[config.mk]
export PLATFORM = sky130hd
export DESIGN_NAME = ov7670_stream_gen
export DESIGN_NICKNAME = d
export VERILOG_FILES = /design/src/rtl/ov7670_stream_gen.sv
export SDC_FILE = /design/constraint.sdc
export NUM_CORES = 1
export LEC_CHECK = 0
export ABC_AREA = 1
export BUFFER_PORTS_ARGS = -buffer_cell sky130_fd_sc_hd__buf_2
export CAP_MARGIN = 20
export CORE_MARGIN = 4
export CORE_UTILIZATION = 60
export DETAILED_ROUTE_END_ITERATION = 10
export PLACE_DENSITY_LB_ADDON = 0.2
export SETUP_SLACK_MARGIN = 0.05
export SLEW_MARGIN = 30
export SYNTH_ARGS = -nofsm -noshare
export SYNTH_HDL_FRONTEND = slang
export SYNTH_SLANG_ARGS = --single-unit
[constraint.sdc]
create_clock -name clk -period 4.2 [get_ports clk]
set_input_delay 0 -clock clk [delete_from_list [all_inputs] [get_ports clk]]
set_output_delay 0 -clock clk [all_outputs]
set_load 0.005 [all_outputs]
[src/rtl/ov7670_stream_gen.sv]
// OV7670-style QVGA RGB565 pixel-stream generator: background plus a red square at a latched target.
// Define STREAM_GEN_BARS_EN for an 8-colour-bar background; otherwise the background is flat gray.
module ov7670_stream_gen #(
   parameter int unsigned H_ACTIVE    = 320,
   parameter int unsigned V_ACTIVE    = 240,
   parameter int unsigned H_BLANK     = 144,
   parameter int unsigned VSYNC_LINES = 3,
   parameter int unsigned V_BACK      = 17,
   parameter int unsigned V_FRONT     = 10,
   parameter int unsigned BOX_SIZE    = 32
) (
   input  logic        clk,
   input  logic        reset,
   input  logic        enable,
   input  logic [9:0]  target_x,
   input  logic [9:0]  target_y,
   output logic        pclk,
   output logic        href,
   output logic        vsync,
   output logic [7:0]  data,
   output logic        frame_done,
   output logic [15:0] frame_cnt
);

   localparam int unsigned LINE_LEN    = 2 * H_ACTIVE + H_BLANK;
   localparam int unsigned FRAME_LINES = VSYNC_LINES + V_BACK + V_ACTIVE + V_FRONT;
   localparam int unsigned H_VALID     = 2 * H_ACTIVE;
   localparam int unsigned V_ACT_START = VSYNC_LINES + V_BACK;
   localparam int unsigned V_ACT_END   = V_ACT_START + V_ACTIVE;
   localparam int unsigned HW          = $clog2(LINE_LEN);
   localparam int unsigned VW          = $clog2(FRAME_LINES);
`ifdef STREAM_GEN_BARS_EN
   localparam int unsigned BAR_W       = H_ACTIVE / 8;
`endif

   typedef enum logic [2:0] {
      ST_IDLE, ST_VSYNC, ST_VBACK, ST_ACTIVE, ST_VFRONT
   } state_t;

   state_t          state_q, state_d;
   logic            pclk_q, pclk_d;
   logic [HW-1:0]   h_cnt_q, h_cnt_d;
   logic [VW-1:0]   v_cnt_q, v_cnt_d;
   logic [9:0]      tx_q, tx_d;
   logic [9:0]      ty_q, ty_d;
   logic            href_q, href_d;
   logic            vsync_q, vsync_d;
   logic [7:0]      data_q, data_d;
   logic            frame_done_q, frame_done_d;
   logic [15:0]     frame_cnt_q, frame_cnt_d;

   logic [10:0]     pix_x, pix_y;
   logic            in_box;
   logic [15:0]     bg_pix, pixel;

   // Frame sequencing: everything advances only on the pclk falling edge.
   always_comb begin
      state_d      = state_q;
      pclk_d       = ~pclk_q;
      h_cnt_d      = h_cnt_q;
      v_cnt_d      = v_cnt_q;
      tx_d         = tx_q;
      ty_d         = ty_q;
      frame_done_d = 1'b0;
      frame_cnt_d  = frame_cnt_q;
      if (pclk_q) begin
         if (state_q == ST_IDLE) begin
            if (enable) begin
               state_d = ST_VSYNC;
               h_cnt_d = '0;
               v_cnt_d = '0;
               tx_d    = target_x;
               ty_d    = target_y;
            end
         end else if (h_cnt_q != HW'(LINE_LEN - 1)) begin
            h_cnt_d = h_cnt_q + HW'(1);
         end else begin
            h_cnt_d = '0;
            if (v_cnt_q == VW'(FRAME_LINES - 1)) begin
               v_cnt_d      = '0;
               frame_done_d = 1'b1;
               frame_cnt_d  = frame_cnt_q + 16'd1;
               if (enable) begin
                  state_d = ST_VSYNC;
                  tx_d    = target_x;
                  ty_d    = target_y;
               end else begin
                  state_d = ST_IDLE;
               end
            end else begin
               v_cnt_d = v_cnt_q + VW'(1);
               if (v_cnt_d == VW'(VSYNC_LINES))      state_d = ST_VBACK;
               else if (v_cnt_d == VW'(V_ACT_START)) state_d = ST_ACTIVE;
               else if (v_cnt_d == VW'(V_ACT_END))   state_d = ST_VFRONT;
            end
         end
      end
   end

   // Pixel colour for the coordinate about to be transmitted; 11-bit compare avoids wrap.
   always_comb begin
      pix_x  = 11'(h_cnt_d[HW-1:1]);
      pix_y  = 11'(v_cnt_d) - 11'(V_ACT_START);
      in_box = (pix_x >= {1'b0, tx_q}) && (pix_x <= {1'b0, tx_q} + 11'(BOX_SIZE - 1)) &&
               (pix_y >= {1'b0, ty_q}) && (pix_y <= {1'b0, ty_q} + 11'(BOX_SIZE - 1));
`ifdef STREAM_GEN_BARS_EN
      case (3'(pix_x / 11'(BAR_W)))
         3'd0:    bg_pix = 16'hFFFF;
         3'd1:    bg_pix = 16'hFFE0;
         3'd2:    bg_pix = 16'h07FF;
         3'd3:    bg_pix = 16'h07E0;
         3'd4:    bg_pix = 16'hF81F;
         3'd5:    bg_pix = 16'hF800;
         3'd6:    bg_pix = 16'h001F;
         default: bg_pix = 16'h0000;
      endcase
`else
      bg_pix = 16'h8410;
`endif
      pixel = in_box ? 16'hF800 : bg_pix;
   end

   // Line/frame sync and data bytes, high byte on even h_cnt.
   always_comb begin
      vsync_d = vsync_q;
      href_d  = href_q;
      data_d  = data_q;
      if (pclk_q) begin
         vsync_d = (state_d == ST_VSYNC);
         href_d  = (state_d == ST_ACTIVE) && (h_cnt_d < HW'(H_VALID));
         data_d  = href_d ? (h_cnt_d[0] ? pixel[7:0] : pixel[15:8]) : 8'h00;
      end
   end

   always_ff @(posedge clk) begin
      if (reset) begin
         state_q      <= ST_IDLE;
         pclk_q       <= 1'b0;
         h_cnt_q      <= '0;
         v_cnt_q      <= '0;
         tx_q         <= '0;
         ty_q         <= '0;
         href_q       <= 1'b0;
         vsync_q      <= 1'b0;
         data_q       <= 8'h00;
         frame_done_q <= 1'b0;
         frame_cnt_q  <= 16'd0;
      end else begin
         state_q      <= state_d;
         pclk_q       <= pclk_d;
         h_cnt_q      <= h_cnt_d;
         v_cnt_q      <= v_cnt_d;
         tx_q         <= tx_d;
         ty_q         <= ty_d;
         href_q       <= href_d;
         vsync_q      <= vsync_d;
         data_q       <= data_d;
         frame_done_q <= frame_done_d;
         frame_cnt_q  <= frame_cnt_d;
      end
   end

   assign pclk       = pclk_q;
   assign href       = href_q;
   assign vsync      = vsync_q;
   assign data       = data_q;
   assign frame_done = frame_done_q;
   assign frame_cnt  = frame_cnt_q;

endmodule

==> metrics.csv, run 1 <==
stage,metric,value,unit
sta,pin slew with the least headroom to its limit,826.2,ps
setup_path,startpoint class of the critical path,flop,
sta,upper clock frequency limit,265.6,MHz
cts,Clock H-tree levels,3,
hold_path,kind of path behind the tightest hold check,in2reg,
sta,unrepaired setup endpoints after global routing,no,
drt,Via density,5.189,
drt,post-route DRC violation count,0,
sta,max-slew violation total from the final report,0,
drt,DR vias,4499,
global_routing,pin count of the biggest net entering global routing,41,
hold_path,number of cells traversed by the worst hold path,5,
floorplan,Die ar.,9430,sq um
layout,"leading cell type in the layout, fill and taps excluded",sky130_fd_sc_hd__nand2_1,
global_routing,all-layer global routing usage,22.72,%
cts,buffer depth of the longest clock path,2,
layout,number of diodes added for antenna fixing,0,
sta,Final Skew,11.72,ps
sta,final number of setup-violating endpoints,0,
logic_synthesis,Post-Syn Instances,694,
power_and_ir_drop,Leakage Power,0.002476,uW
setup_path,Worst path most repeated cell,sky130_fd_sc_hd__nand2_1,
drt,TritonRoute pass-1 iters,5,
floorplan,Die X,97.11,um
logic_synthesis,Yosys warning total,0,
sta,worst max-slew margin expressed relative to the limit,44.58,%
setup_path,worst reg2reg endpoint,data[4]$_SDFFE_PP0P_,
logic_synthesis,flip-flop cell with the highest count after synthesis,sky130_fd_sc_hd__dfxtp_1,
setup_path,classification of the worst setup path,reg2reg,
cts,CTS tree,built,
logic_synthesis,number of synthesized flops with an enable pin,0,
placed_design,gp weighted congestion,0.9786,
cts,TritonCTS buffer count,9,
setup_path,kind of end point of the critical path,flop,
global_routing,number of antenna violations at the first check in global routing,0,
logic_synthesis,sequential cell area fraction in the yosys report,27.73,%
placed_design,estimated wirelength of the detail-placed design,8.189,mm
floorplan,Die Y-Extent,97.11,um
setup_path,required time worst endpoint,4450,ps
floorplan,placeable core region,7727,sq um
cts,worst-skew pair later-pin latency,350,ps
drt,Final ANT Viol Nets,0,
setup_path,slowest cell on the critical path,sky130_fd_sc_hd__dfxtp_1,
setup_path,worst-case reg-to-reg path depth,25,
setup_path,launching point of the worst reg2reg path,h_cnt_q[0]$_SDFF_PP0_,
sta,worst-case setup margin in the final layout,434.5,ps
global_routing,via count of the first global-routing pass,4161,
hold_path,"Endpoint, Worst Hold",state_q[0]$_SDFF_PP0_,
cts,clock tree sinks,66,
power_and_ir_drop,P per Cell Area,267.6,nW/um^2
sta,endpoints failing hold,0,
floorplan,boundary pin count,51,
placed_design,count of buffers from port buffering,48,
power_and_ir_drop,maximum ir drop on the vdd rail,0.0002098,V
layout,most frequent cells in the layout,"sky130_fd_sc_hd__nand2_1 (155), sky130_fd_sc_hd__inv_1 (96), sky130_fd_sc_hd__dfxtp_1 (66)",
layout,# fillers,638,
run_status,result of the run,"finished, final reports clean",
global_routing,global-route wire length before repair,18.00,mm
layout,"Net count, final",834,
logic_synthesis,post-synthesis register bit count,66,
drt,Iter 0 DRT Violations,189,
drt,average routed wire per standard cell,12.38,um
sta,clock period minus final worst setup slack,3765,ps
hold_path,Min-Delay Startpoint,enable,
floorplan,std cell rows,32,
sta,share of the clock period used by the worst path,89.65,%
setup_path,Register-to-Register Setup Slack,430,ps
logic_synthesis,proportion of register bits with asynchronous set or reset after synthesis,0,%
global_routing,total congestion overflow after global routing,0,
sta,sum of negative setup slack,0,ps
placed_design,worst-case setup slack after placement,406.0,ps
drt,overall routed net length,10.73,mm
floorplan,initial core utilization,61.66,%
setup_path,"Max FO, Critical Path",6,
logic_synthesis,average footprint of a synthesized cell,6.865,sq um
job,number of max-capacitance violations reported,0,
logic_synthesis,cell area after synthesis,4765,sq um
layout,area growth from synthesis to layout,15.81,%
layout,Util after Layout,71.41,%
setup_path,delay of the slowest cell on the worst path,380,ps
setup_path,CP Data Arrival Time,4010,ps
layout,layout cell share with drive strength beyond 1,15.16,%
setup_path,launching element of the worst setup path,h_cnt_q[0]$_SDFF_PP0_,
logic_synthesis,count of different cell masters after synthesis,45,
cts,clock tree root buffer cell,sky130_fd_sc_hd__clkbuf_8,
cts,clock slew at the register clock pins of the worst setup and hold paths,80,ps
cells by family after synthesis:
family | synth area share, %
AOI/OAI and AO/OA | 13.29
adders and majority gates | 13.39
xor gates and xnor gates | 3.860
other | 0.07871
buffers and inverters | 9.716
muxes | 0.2101
DFF | 27.73
and+or+nand+nor | 31.72
cells in the mapped netlist, types with 2 or more instances:
| cell type | n | share of area [%] |
|---|---|---|
| sky130_fd_sc_hd__nand2_4 | 2 | 0.47 |
| sky130_fd_sc_hd__nor2_2 | 3 | 0.39 |
| sky130_fd_sc_hd__nor3_1 | 7 | 0.74 |
| sky130_fd_sc_hd__a21boi_0 | 2 | 0.32 |
| sky130_fd_sc_hd__buf_4 | 4 | 0.63 |
| sky130_fd_sc_hd__inv_1 | 97 | 7.6 |
| sky130_fd_sc_hd__nor2_1 | 66 | 5.2 |
| sky130_fd_sc_hd__nand3_2 | 2 | 0.42 |
| sky130_fd_sc_hd__xnor2_1 | 2 | 0.37 |
| sky130_fd_sc_hd__o21ai_0 | 38 | 4.0 |
| sky130_fd_sc_hd__nor4_1 | 2 | 0.26 |
| sky130_fd_sc_hd__nor3b_1 | 2 | 0.32 |
| sky130_fd_sc_hd__xor2_1 | 19 | 3.5 |
| sky130_fd_sc_hd__a21oi_1 | 58 | 6.1 |
| sky130_fd_sc_hd__nor2_4 | 9 | 2.1 |
| sky130_fd_sc_hd__nand2_1 | 155 | 12 |
| sky130_fd_sc_hd__dfxtp_1 | 66 | 28 |
| sky130_fd_sc_hd__a211oi_1 | 3 | 0.47 |
| sky130_fd_sc_hd__nand3b_1 | 2 | 0.32 |
| sky130_fd_sc_hd__o21ai_1 | 3 | 0.32 |
| sky130_fd_sc_hd__nand3_1 | 30 | 3.2 |
| sky130_fd_sc_hd__ha_1 | 51 | 13 |
| sky130_fd_sc_hd__clkbuf_1 | 11 | 0.87 |
| sky130_fd_sc_hd__nand4_1 | 16 | 2.1 |
| sky130_fd_sc_hd__inv_2 | 6 | 0.47 |
| sky130_fd_sc_hd__nand2_2 | 17 | 2.2 |
| sky130_fd_sc_hd__o211ai_1 | 3 | 0.47 |
per-layer routing:
metal / vias up / track usage (%) / share of wire [%]
li1: 2368 / - / -
met1: 2001 / 27.90 / 44
met2: 109 / 39.38 / 48
met3: 21 / 3.661 / 5.3
met4: 0 / 9.395 / 2.1
met5: - / 0 / 0
power breakdown:
group / internal, uW / switching (uW)
clock: 334 / 253
sequential: 643 / 15.0
combinational: 93.0 / 140
metrics by stage:
step / power, uW / cells / hold WS [ps] / instance area, sq um
5_1_grt: 1551 / 867 / 163.7 / 5518
4_1_cts: 1485 / 865 / 114.1 / 5470
2_1_floorplan: 834.8 / 695 / 193.3 / 4768
3_5_place_dp: 885.7 / 829 / 286.0 / 5060
6_report: 1477 / 867 / 110.3 / 5518
3_3_place_gp: 879.7 / 829 / 275.4 / 5060
sequential cells by signal, summed over array words and instances, names as in the netlist:
name and cells:
frame_done 1, tx_q 10, vsync 1, state_q 3, data 4, h_cnt_q 10, pclk 1, v_cnt_q 9
ty_q 10, href 1, frame_cnt 16
layout make-up:
type	instances	area, sq um	area share, %
clock buffer	11	131.4	2.381
clock inverter	5	78.83	1.429
inverter	103	386.6	7.007
multi-input combinational	510	3017	54.67
sequential	66	1321	23.95
tap	102	127.6	2.313
timing repair buffer	70	455.4	8.254
timing repair:
item | 4_1_cts | 5_1_grt
hold buffers | 20 | 0
buffers inserted | 0 | 2
resized for setup | 0 | 6
endpoints found under the hold margin | 20 | 0
setup endpoints to repair | 0 | 3
worst max-delay path: cells and delay by family (launching register included):
| kind | cells | cell delay (ps) |
|---|---|---|
| compound gates | 4 | 530 |
| flops | 1 | 380 |
| simple gates | 13 | 1390 |
| buf+inv | 3 | 210 |
| xor+xnor | 1 | 190 |
| fa+ha+maj | 4 | 970 |
worst max-delay path by stage:
| stage | depth (start not counted) | slack (ps) | end |
|---|---|---|---|
| final | 25 | 430 | data[4]$_SDFFE_PP0P_ |
| after global routing | 24 | 40 | data[4]$_SDFFE_PP0P_ |
| after floorplan | 24 | 860 | data[4]$_SDFFE_PP0P_ |
| after global placement | 25 | 570 | data[4]$_SDFFE_PP0P_ |
| after CTS | 25 | 300 | data[4]$_SDFFE_PP0P_ |
| after detailed placement | 25 | 410 | data[4]$_SDFFE_PP0P_ |
No activity file was read; power rests on OpenSTA's default activity.
==> run 2, diff against run 1 <==
--- a/config.mk
+++ b/config.mk
@@ -9,7 +9,8 @@
 export BUFFER_PORTS_ARGS = -buffer_cell sky130_fd_sc_hd__buf_2
 export CAP_MARGIN = 20
 export CORE_MARGIN = 4
-export CORE_UTILIZATION = 60
+export CORE_UTILIZATION = 62
+export CTS_BUF_LIST = sky130_fd_sc_hd__clkbuf_2 sky130_fd_sc_hd__clkbuf_4 sky130_fd_sc_hd__clkbuf_8
 export DETAILED_ROUTE_END_ITERATION = 10
 export PLACE_DENSITY_LB_ADDON = 0.2
 export SETUP_SLACK_MARGIN = 0.05
==> run 2 against run 1 <==
Compared with the run above: sequential power about the same; power down 5.4%; via count up 1.7%.
==> metrics.csv, run 2 (synthesis gave the netlist of run 1 again) <==
stage,metric,value,unit
floorplan,Die Y-Extent,95.66,um
power_and_ir_drop,Leakage Power,0.002455,uW
global_routing,global-route wire length before repair,18.55,mm
cts,clock tree sinks,66,
power_and_ir_drop,power share of the sequential group,47.1,%
drt,post-route DRC violation count,0,
drt,DR vias,4577,
hold_path,kind of path behind the tightest hold check,in2reg,
cts,number of buffers added for setup after CTS,0,
setup_path,"Max FO, Critical Path",6,
floorplan,initial core utilization,64.65,%
layout,number of diodes added for antenna fixing,0,
floorplan,Die ar.,9151,sq um
layout,Util after Layout,74.24,%
global_routing,number of antenna violations at the first check in global routing,0,
drt,Via density,5.310,
layout,layout cell share with drive strength beyond 1,15.20,%
cts,TritonCTS buffer count,9,
power_and_ir_drop,net switching power of the design,408.7,uW
run_status,result of the run,"finished, final reports clean",
setup_path,Register-to-Register Setup Slack,450,ps
global_routing,total congestion overflow after global routing,0,
power_and_ir_drop,maximum ir drop on the vdd rail,0.0001756,V
cts,Clock H-tree levels,3,
sta,upper clock frequency limit,266.7,MHz
placed_design,estimated wirelength of the detail-placed design,8.161,mm
layout,most frequent cells in the layout,"sky130_fd_sc_hd__nand2_1 (155), sky130_fd_sc_hd__inv_1 (96), sky130_fd_sc_hd__nor2_1 (66), sky130_fd_sc_hd__dfxtp_1 (66), sky130_fd_sc_hd__a21oi_1 (58)",
cts,worst-skew pair later-pin latency,350,ps
layout,area growth from synthesis to layout,14.84,%
sta,clock period minus final worst setup slack,3750,ps
sta,share of the clock period used by the worst path,89.28,%
sta,Final Skew,14.57,ps
floorplan,Die X,95.66,um
drt,TritonRoute pass-1 iters,4,
setup_path,worst reg2reg endpoint,data[4]$_SDFFE_PP0P_,
setup_path,slowest cell on the critical path,sky130_fd_sc_hd__dfxtp_1,
setup_path,launching point of the worst reg2reg path,h_cnt_q[0]$_SDFF_PP0_,
layout,"leading cell type in the layout, fill and taps excluded",sky130_fd_sc_hd__nand2_1,
power_and_ir_drop,Sw Share,29.26,%
floorplan,placeable core region,7370,sq um
floorplan,boundary pin count,51,
global_routing,pin count of the biggest net entering global routing,41,
layout,number of flip-flops under the largest register name,16,
global_routing,all-layer global routing usage,25.27,%
cts,CTS tree,built,
setup_path,classification of the worst setup path,reg2reg,
hold_path,number of cells traversed by the worst hold path,5,
drt,overall routed net length,10.88,mm
floorplan,std cell rows,31,
setup_path,worst-case reg-to-reg path depth,24,
job,number of max-capacitance violations reported,0,
sta,unrepaired setup endpoints after global routing,no,
global_routing,via count of the first global-routing pass,4289,
hold_path,Min-Delay Startpoint,enable,
power_and_ir_drop,Comb power frac,16.7,%
sta,max-slew violation total from the final report,0,
drt,Final ANT Viol Nets,0,
placed_design,gp weighted congestion,0.9707,
cts,clock tree root buffer cell,sky130_fd_sc_hd__clkbuf_8,
setup_path,worst-path cell chain,"ha_1, nand2_2, nor2_4, nand4_2, nor2_4, nand2_4, o21ai_2, inv_1, ha_1, inv_1, nand2_1, nand4_1, xor2_2, ha_1, nand2_1, nor4_2, nand4_1, nand2_1, inv_1, nor2_1, nand3_2, ha_1, nand3_1, nand2_1",
sta,final number of setup-violating endpoints,0,
setup_path,required time worst endpoint,4450,ps
cts,clock slew at the register clock pins of the worst setup and hold paths,80,ps
power_and_ir_drop,proportion of power drawn by the clock network,36.2,%
cts,buffer depth of the longest clock path,2,
power_and_ir_drop,internal power,988.2,uW
setup_path,CP Data Arrival Time,4000,ps
hold_path,"Endpoint, Worst Hold",state_q[0]$_SDFF_PP0_,
setup_path,delay of the slowest cell on the worst path,370,ps
sta,endpoints failing hold,0,
sta,pin slew with the least headroom to its limit,832.7,ps
sta,sum of negative setup slack,0,ps
power_and_ir_drop,P per Cell Area,255.3,nW/um^2
setup_path,kind of end point of the critical path,flop,
drt,Iter 0 DRT Violations,216,
drt,average routed wire per standard cell,12.63,um
sta,worst max-slew margin expressed relative to the limit,44.14,%
layout,"Net count, final",832,
sta,worst hold margin,178.2,ps
setup_path,startpoint class of the critical path,flop,
placed_design,count of buffers from port buffering,48,
==> run 2: per-layer routing <==
layer	GRT usage (%)	vias up	wire (um)
li1	-	2367	-
met2	43.66	101	5175
met4	7.701	0	147
met3	4.183	15	519
met1	32.02	2094	5041
met5	0	-	0
==> run 2: how the worst max path moves through the flow <==
stage                     startpoint              endpoint  slack, ps
6_report       h_cnt_q[0]$_SDFF_PP0_  data[4]$_SDFFE_PP0P_        450
3_3_place_gp   h_cnt_q[0]$_SDFF_PP0_  data[4]$_SDFFE_PP0P_        580
2_1_floorplan  h_cnt_q[0]$_SDFF_PP0_  data[4]$_SDFFE_PP0P_        860
4_1_cts        h_cnt_q[0]$_SDFF_PP0_  data[4]$_SDFFE_PP0P_        450
3_5_place_dp   h_cnt_q[0]$_SDFF_PP0_  data[4]$_SDFFE_PP0P_        440
5_1_grt        h_cnt_q[0]$_SDFF_PP0_  data[4]$_SDFFE_PP0P_         20
==> run 2: area by class of cell <==
type                       instances  area, sq um
multi-input combinational        510         3014
fill                             601         1898
sequential                        66         1321
timing repair buffer              68        440.4
inverter                         103        386.6
clock buffer                      12        158.9
tap                               99        123.9
clock inverter                     4        26.28
==> run 2: critical path: cells and delay by family (launching register included) <==
family,cells,cell delay (ps)
AND/OR/NAND/NOR,15,1760
XOR/XNOR,1,90
buffers and inverters,3,210
flip-flops,1,370
adder cells (fa/ha/maj),4,1000
AO/OA/AOI/OAI,1,200
==> run 2: power groups by stage <==
stage | registers [uW] | clock network (uW) | logic [uW]
global route | 660 | 538 | 268
detailed placement | 672 | 0 | 214
global placement | 671 | 0 | 208
floorplan | 668 | 0 | 167
finish | 658 | 505 | 234
CTS | 657 | 510 | 230
==> run 2: what timing repair did <==
| action | in CTS | in global routing |
|---|---|---|
| hold endpoints to repair | 20 | 0 |
| endpoints found under the setup margin | 0 | 1 |
| hold buffers | 20 | 0 |
| gates resized for setup | 0 | 5 |
==> run 2: metrics by stage <==
stage	instances	cell area, sq um	worst slack [ps]	total power, uW
6_report	862	5472	450.2	1397
5_1_grt	862	5472	23.71	1466
4_1_cts	862	5441	449.9	1397
3_5_place_dp	826	5056	439.8	886.1
3_3_place_gp	826	5056	577.8	878.8
2_1_floorplan	695	4768	861.5	834.8
